$ cat config.mk
export PLATFORM = sky130hd
export DESIGN_NAME = prior_state_serial
export DESIGN_NICKNAME = d
export VERILOG_FILES = /design/src/rtl/prior_state_serial.sv
export SDC_FILE = /design/constraint.sdc
export NUM_CORES = 2
export LEC_CHECK = 0
export CORE_ASPECT_RATIO = 1.2
export CORE_MARGIN = 5
export CORE_UTILIZATION = 60
export CTS_CLUSTER_SIZE = 12
export DETAILED_ROUTE_END_ITERATION = 16
export DONT_BUFFER_PORTS = 1
export PLACE_DENSITY = 0.84
export SETUP_SLACK_MARGIN = 0.4
export SYNTH_ARGS = -nofsm -noshare
export SYNTH_HDL_FRONTEND = slang
export SYNTH_SLANG_ARGS = --single-unit
$ cat constraint.sdc
create_clock -name clk -period 32.7 [get_ports clk]
set_input_delay 6.54 -clock clk [delete_from_list [all_inputs] [get_ports clk]]
set_output_delay 6.54 -clock clk [all_outputs]
set_load 0.1 [all_outputs]
$ cat src/rtl/prior_state_serial.sv
// Serial Kalman predict step: x_prior = F*x_post + G*u.
// Two signed multipliers, one row per two cycles, five-cycle cadence.
`ifndef FXP_N
`define FXP_N 16
`endif
`ifndef FXP_FRAC
`define FXP_FRAC 8
`endif

module prior_state_serial #(
   parameter int N    = `FXP_N,
   parameter int FRAC = `FXP_FRAC
) (
   input  logic                clk,
   input  logic                rst_n,
   input  logic                start,
   input  logic signed [N-1:0] x00_post,
   input  logic signed [N-1:0] x10_post,
   input  logic signed [N-1:0] f00,
   input  logic signed [N-1:0] f01,
   input  logic signed [N-1:0] f10,
   input  logic signed [N-1:0] f11,
   input  logic signed [N-1:0] g00,
   input  logic signed [N-1:0] g10,
   input  logic signed [N-1:0] u00,
   output logic                busy,
   output logic                done,
   output logic signed [N-1:0] X00_prior,
   output logic signed [N-1:0] X10_prior
);

   typedef enum logic [2:0] {IDLE, R0A, R0B, R1A, R1B} state_t;

   state_t state_q;

   logic signed [N-1:0]   x00_q, x10_q;
   logic signed [N-1:0]   f00_q, f01_q, f10_q, f11_q;
   logic signed [N-1:0]   g00_q, g10_q, u00_q;
   logic signed [2*N-1:0] acc_q;
   logic signed [N-1:0]   X00_q, X10_q;
   logic                  done_q;

   logic signed [N-1:0]   ma_a, ma_b, mb_a, mb_b;
   logic signed [2*N-1:0] p0, p1, sum_d;

   // Select multiplier operands for the current phase and form the 2N-bit sum
   always_comb begin
      ma_a  = f00_q;
      ma_b  = x00_q;
      mb_a  = f01_q;
      mb_b  = x10_q;
      unique case (state_q)
         R0B: begin
            ma_a = g00_q;
            ma_b = u00_q;
         end
         R1A: begin
            ma_a = f10_q;
            mb_a = f11_q;
         end
         R1B: begin
            ma_a = g10_q;
            ma_b = u00_q;
         end
         default: ;
      endcase
      p0 = (2*N)'(ma_a) * (2*N)'(ma_b);
      p1 = (2*N)'(mb_a) * (2*N)'(mb_b);
      if (state_q == R0A || state_q == R1A)
         sum_d = p0 + p1;
      else
         sum_d = acc_q + p0;
   end

   // Sequencer, operand capture, accumulator and registered results
   always_ff @(posedge clk) begin
      if (!rst_n) begin
         state_q <= IDLE;
         x00_q   <= '0;
         x10_q   <= '0;
         f00_q   <= '0;
         f01_q   <= '0;
         f10_q   <= '0;
         f11_q   <= '0;
         g00_q   <= '0;
         g10_q   <= '0;
         u00_q   <= '0;
         acc_q   <= '0;
         X00_q   <= '0;
         X10_q   <= '0;
         done_q  <= 1'b0;
      end else begin
         done_q <= 1'b0;
         unique case (state_q)
            IDLE: begin
               if (start) begin
                  x00_q   <= x00_post;
                  x10_q   <= x10_post;
                  f00_q   <= f00;
                  f01_q   <= f01;
                  f10_q   <= f10;
                  f11_q   <= f11;
                  g00_q   <= g00;
                  g10_q   <= g10;
                  u00_q   <= u00;
                  state_q <= R0A;
               end
            end
            R0A: begin
               acc_q   <= sum_d;
               state_q <= R0B;
            end
            R0B: begin
               X00_q   <= sum_d[FRAC+N-1:FRAC];
               state_q <= R1A;
            end
            R1A: begin
               acc_q   <= sum_d;
               state_q <= R1B;
            end
            R1B: begin
               X10_q   <= sum_d[FRAC+N-1:FRAC];
               done_q  <= 1'b1;
               state_q <= IDLE;
            end
            default: state_q <= IDLE;
         endcase
      end
   end

   assign busy      = (state_q != IDLE);
   assign done      = done_q;
   assign X00_prior = X00_q;
   assign X10_prior = X10_q;

endmodule

==> key figures <==
Global routing
  – Number of global-route vias before repair: 20705
  – GRT Total Usage: 0.294
  – First-pass GRT wire length: 107000 um
  – Largest net degree at the start of global routing: 210
  – Total congestion overflow: 0
  – Initial antenna violation count: 0

Finish
  – Share of layout cells above drive strength 1: 0.0422
  – Ant diodes: 0
  – Footprint of the multi-input gates: 18500 sq um
  – Reg area: 4080 sq um
  – Design area: 26100 sq um
  – Area growth from synthesis to layout: 4.50%
  – Fillcell total: 3423
  – Non-filler cells in the finished layout: approximately 3400
  – Final #Nets: 3551

Timing
  – RSZ-0062 raised after global routing: false
  – Worst slew pin tran: 1.18 ns
  – Final Setup Violations: 0
  – Rel. slew slack: 0.216
  – Fmax: 83.1 MHz
  – Final critical-path share of the clock period: 0.368
  – Skew final: 0.0198 ns
  – Slew Limit Fails: 0
  – Final Critical Period: 12.04 ns
  – TNS Setup: 0 ns
  – Final hold viol count: 0

Worst setup path
  – Reg-to-Reg Start: state_q[1]$_SDFFE_PN0P_
  – CP required: between 30 and 40 ns
  – R2R setup slack: 20.66 ns
  – CP endpoint kind: flop
  – CP delay by family, top: adder cells
  – CP Max Fanout: 39
  – R2r endpoint: acc_q[23]$_SDFFE_PN0N_
  – Slowest-stage cell, CP: o221ai_1
  – CP Launch Type: flop
  – Crit path DAT: 12.48 ns
  – R2R cell count: 39
  – Crit path largest cell delay: 0.85 ns
  – Most frequent CP cell: fa_1
  – Critical path class: reg2reg
  – CP bufs+invs: 6

Synth
  – Syn Inst Count: 2915
  – Post-synth top area share: 0.318
  – Post-synthesis register bit count: 204
  – Post-Syn Area: 25000 sq um
  – Number of synthesized flops with an enable pin: 0
  – Ys Warns: 0
  – Mean Syn Cell Area: between 8 and 9 sq um
  – Post-synthesis cell type count: 68
  – Largest cells by area after synthesis: fa_1 32%, dfxtp_1 16%, nand2_1 9.5%
  – Post-synth top flop: dfxtp_1
  – Post-synth net total: approximately 3600
  – Most area-hungry cell type in the Yosys netlist: fa_1
  – Register area share after synthesis: 0.163
  – Asr flop ratio synth: 0

Clock network
  – # resized after CTS: 0
  – Worst-path clk slew: 0.06 ns
  – Clk buf depth: 3
  – Clock net sink count: 204
  – Post-CTS setup buffer count: 0
  – CTS Hold Bufs: 0
  – CTS Buf Count: 25
  – CTS tree: done
  – Clk root buf: clkbuf_16
  – Clock H-tree levels: 1
  – Clock latency on the worst-skew pair: ~0.56 ns

Power
  – Total power: about 1400 uW
  – Worst ir drop on vdd: approximately 43 uV
  – PD cells: 54.2 nW/um^2
  – Leak Pwr: about 0.012 uW

Placed design
  – GPL Wtd Cong: approximately 1
  – Placed Instances: 3349
  – DPL Wire Length: 54900 um
  – I/O Buffers: 0
  – Post-DP Area: 25300 sq um

Outcome
  – Status: completed

Routing
  – Final wirelength: 67700 um
  – Via Count: 19483
  – Antenna viol nets, final: 0
  – Vias per cell: 5.75
  – DR WL/cell: 20.0 um
  – DRT iter0 DRCs: 1350
  – Drt pass-1 iters: 8
  – Residual DRC: 0

Floorplanning
  – Initial Util: 0.602
  – Core Area: 41600 sq um
  – Die area: 45900 sq um
  – Die width: between 150 and 200 um
  – Ports: 181
  – FP Rows: 82
  – Die H: 234 um

Min path
  – Hold Startpoint: f11_q[0]$_SDFFE_PN0P_
  – Hold Path Class: reg2reg
  – Worst Hold End: f11_q[0]$_SDFFE_PN0P_
  – Hold path cells: 2

Flow run
  – Max cap viols: 0
kinds of logic after synthesis:
| family | synth area share |
|---|---|
| AO/OA/AOI/OAI | 0.110 |
| buffers and inverters | 0.0961 |
| multiplexers | 0.0226 |
| flip-flops | 0.163 |
| AND/OR/NAND/NOR | 0.166 |
| XOR/XNOR | 0.0353 |
| adder cells (fa/ha/maj) | 0.406 |
synthesized netlist by cell type (all sizes together), types with 4 or more instances:
library cell / count
a21oi: 59
nand2: 634
mux2i: 29
o21ai: 48
and2: 93
nor2b: 30
buf: 16
a31oi: 7
o21a: 5
a21o: 30
nand4: 4
o211a: 7
dfxtp: 204
o21bai: 5
a21boi: 167
ha: 177
fa: 397
xor2: 18
o221ai: 11
nor2: 136
a221o: 4
nor3: 11
clkbuf: 118
or2: 10
nand2b: 20
o221a: 13
inv: 498
a211o: 4
mux2: 24
nand3: 16
xnor2: 75
worst max-delay path by stage:
stage | from | endpoint | slack (ns) | depth (start not counted)
after global routing | state_q[1]$_SDFFE_PN0P_ | acc_q[23]$_SDFFE_PN0N_ | 20.00 | 42
after global placement | state_q[1]$_SDFFE_PN0P_ | acc_q[23]$_SDFFE_PN0N_ | 21.08 | 39
after CTS | state_q[1]$_SDFFE_PN0P_ | acc_q[23]$_SDFFE_PN0N_ | 20.76 | 42
after detailed placement | state_q[1]$_SDFFE_PN0P_ | acc_q[23]$_SDFFE_PN0N_ | 20.82 | 42
final | state_q[1]$_SDFFE_PN0P_ | acc_q[23]$_SDFFE_PN0N_ | 20.66 | 39
after floorplan | state_q[2]$_SDFFE_PN0P_ | acc_q[23]$_SDFFE_PN0N_ | 21.79 | 43
final cells by class:
cell class              count  area share
multi-input cells        2079       0.709
flip-flops and latches    204       0.156
inverters                 498      0.0715
well taps                 546      0.0261
clock buffers              31      0.0260
repair buffers             22     0.00632
clock inverters            10     0.00431
state kept, by name, summed over array words and instances, names as in the netlist:
name and count:
state_q 3, x00_q 16, done 1, f01_q 16, X10_prior 16, f11_q 16
acc_q 24, u00_q 16, mb_b 16, f00_q 16, f10_q 16, g10_q 16
X00_prior 16, g00_q 16
layout by cell type, fill, tap and decap left out, types with 24 or more instances in the layout:
master / instances
a21boi_0: 167
a21o_1: 30
a21oi_1: 59
and2_1: 92
clkbuf_16: 25
dfxtp_1: 204
fa_1: 397
ha_1: 177
inv_1: 498
mux2_2: 24
mux2i_1: 28
nand2_1: 632
nor2_1: 134
nor2b_1: 30
o21ai_0: 46
xnor2_1: 75
worst register-to-register path, delay by kind of cell, from the launching register on:
| family | cells | cell delay, ns |
|---|---|---|
| adders and majority gates | 13 | 6.01 |
| and+or+nand+nor | 6 | 1.50 |
| buffers and inverters | 6 | 0.28 |
| DFF | 1 | 0.64 |
| xor gates and xnor gates | 2 | 0.43 |
| AOI/OAI and AO/OA | 12 | 3.08 |
stage by stage:
| step | hold WS (ns) | setup slack, ns | util |
|---|---|---|---|
| after floorplan | 0.439 | 21.79 | - |
| after CTS | 0.464 | 20.76 | 0.629 |
| after global placement | 0.448 | 21.08 | 0.610 |
| after detailed placement | 0.456 | 20.82 | 0.610 |
| after global routing | 0.484 | 20.00 | 0.629 |
| final | 0.461 | 20.66 | 0.629 |
per-layer routing:
layer  global-route usage  wire length, um
met1                0.328            23300
met2                0.516            34200
met3               0.0440             4520
met4                0.204             5680
met5                    0                0
where the power goes:
part	total, uW	internal, uW	switching [uW]
clock network	271	156	115
registers	326	274	51.9
logic	818	317	502
Note: power is estimated with default switching activity, not from simulation.
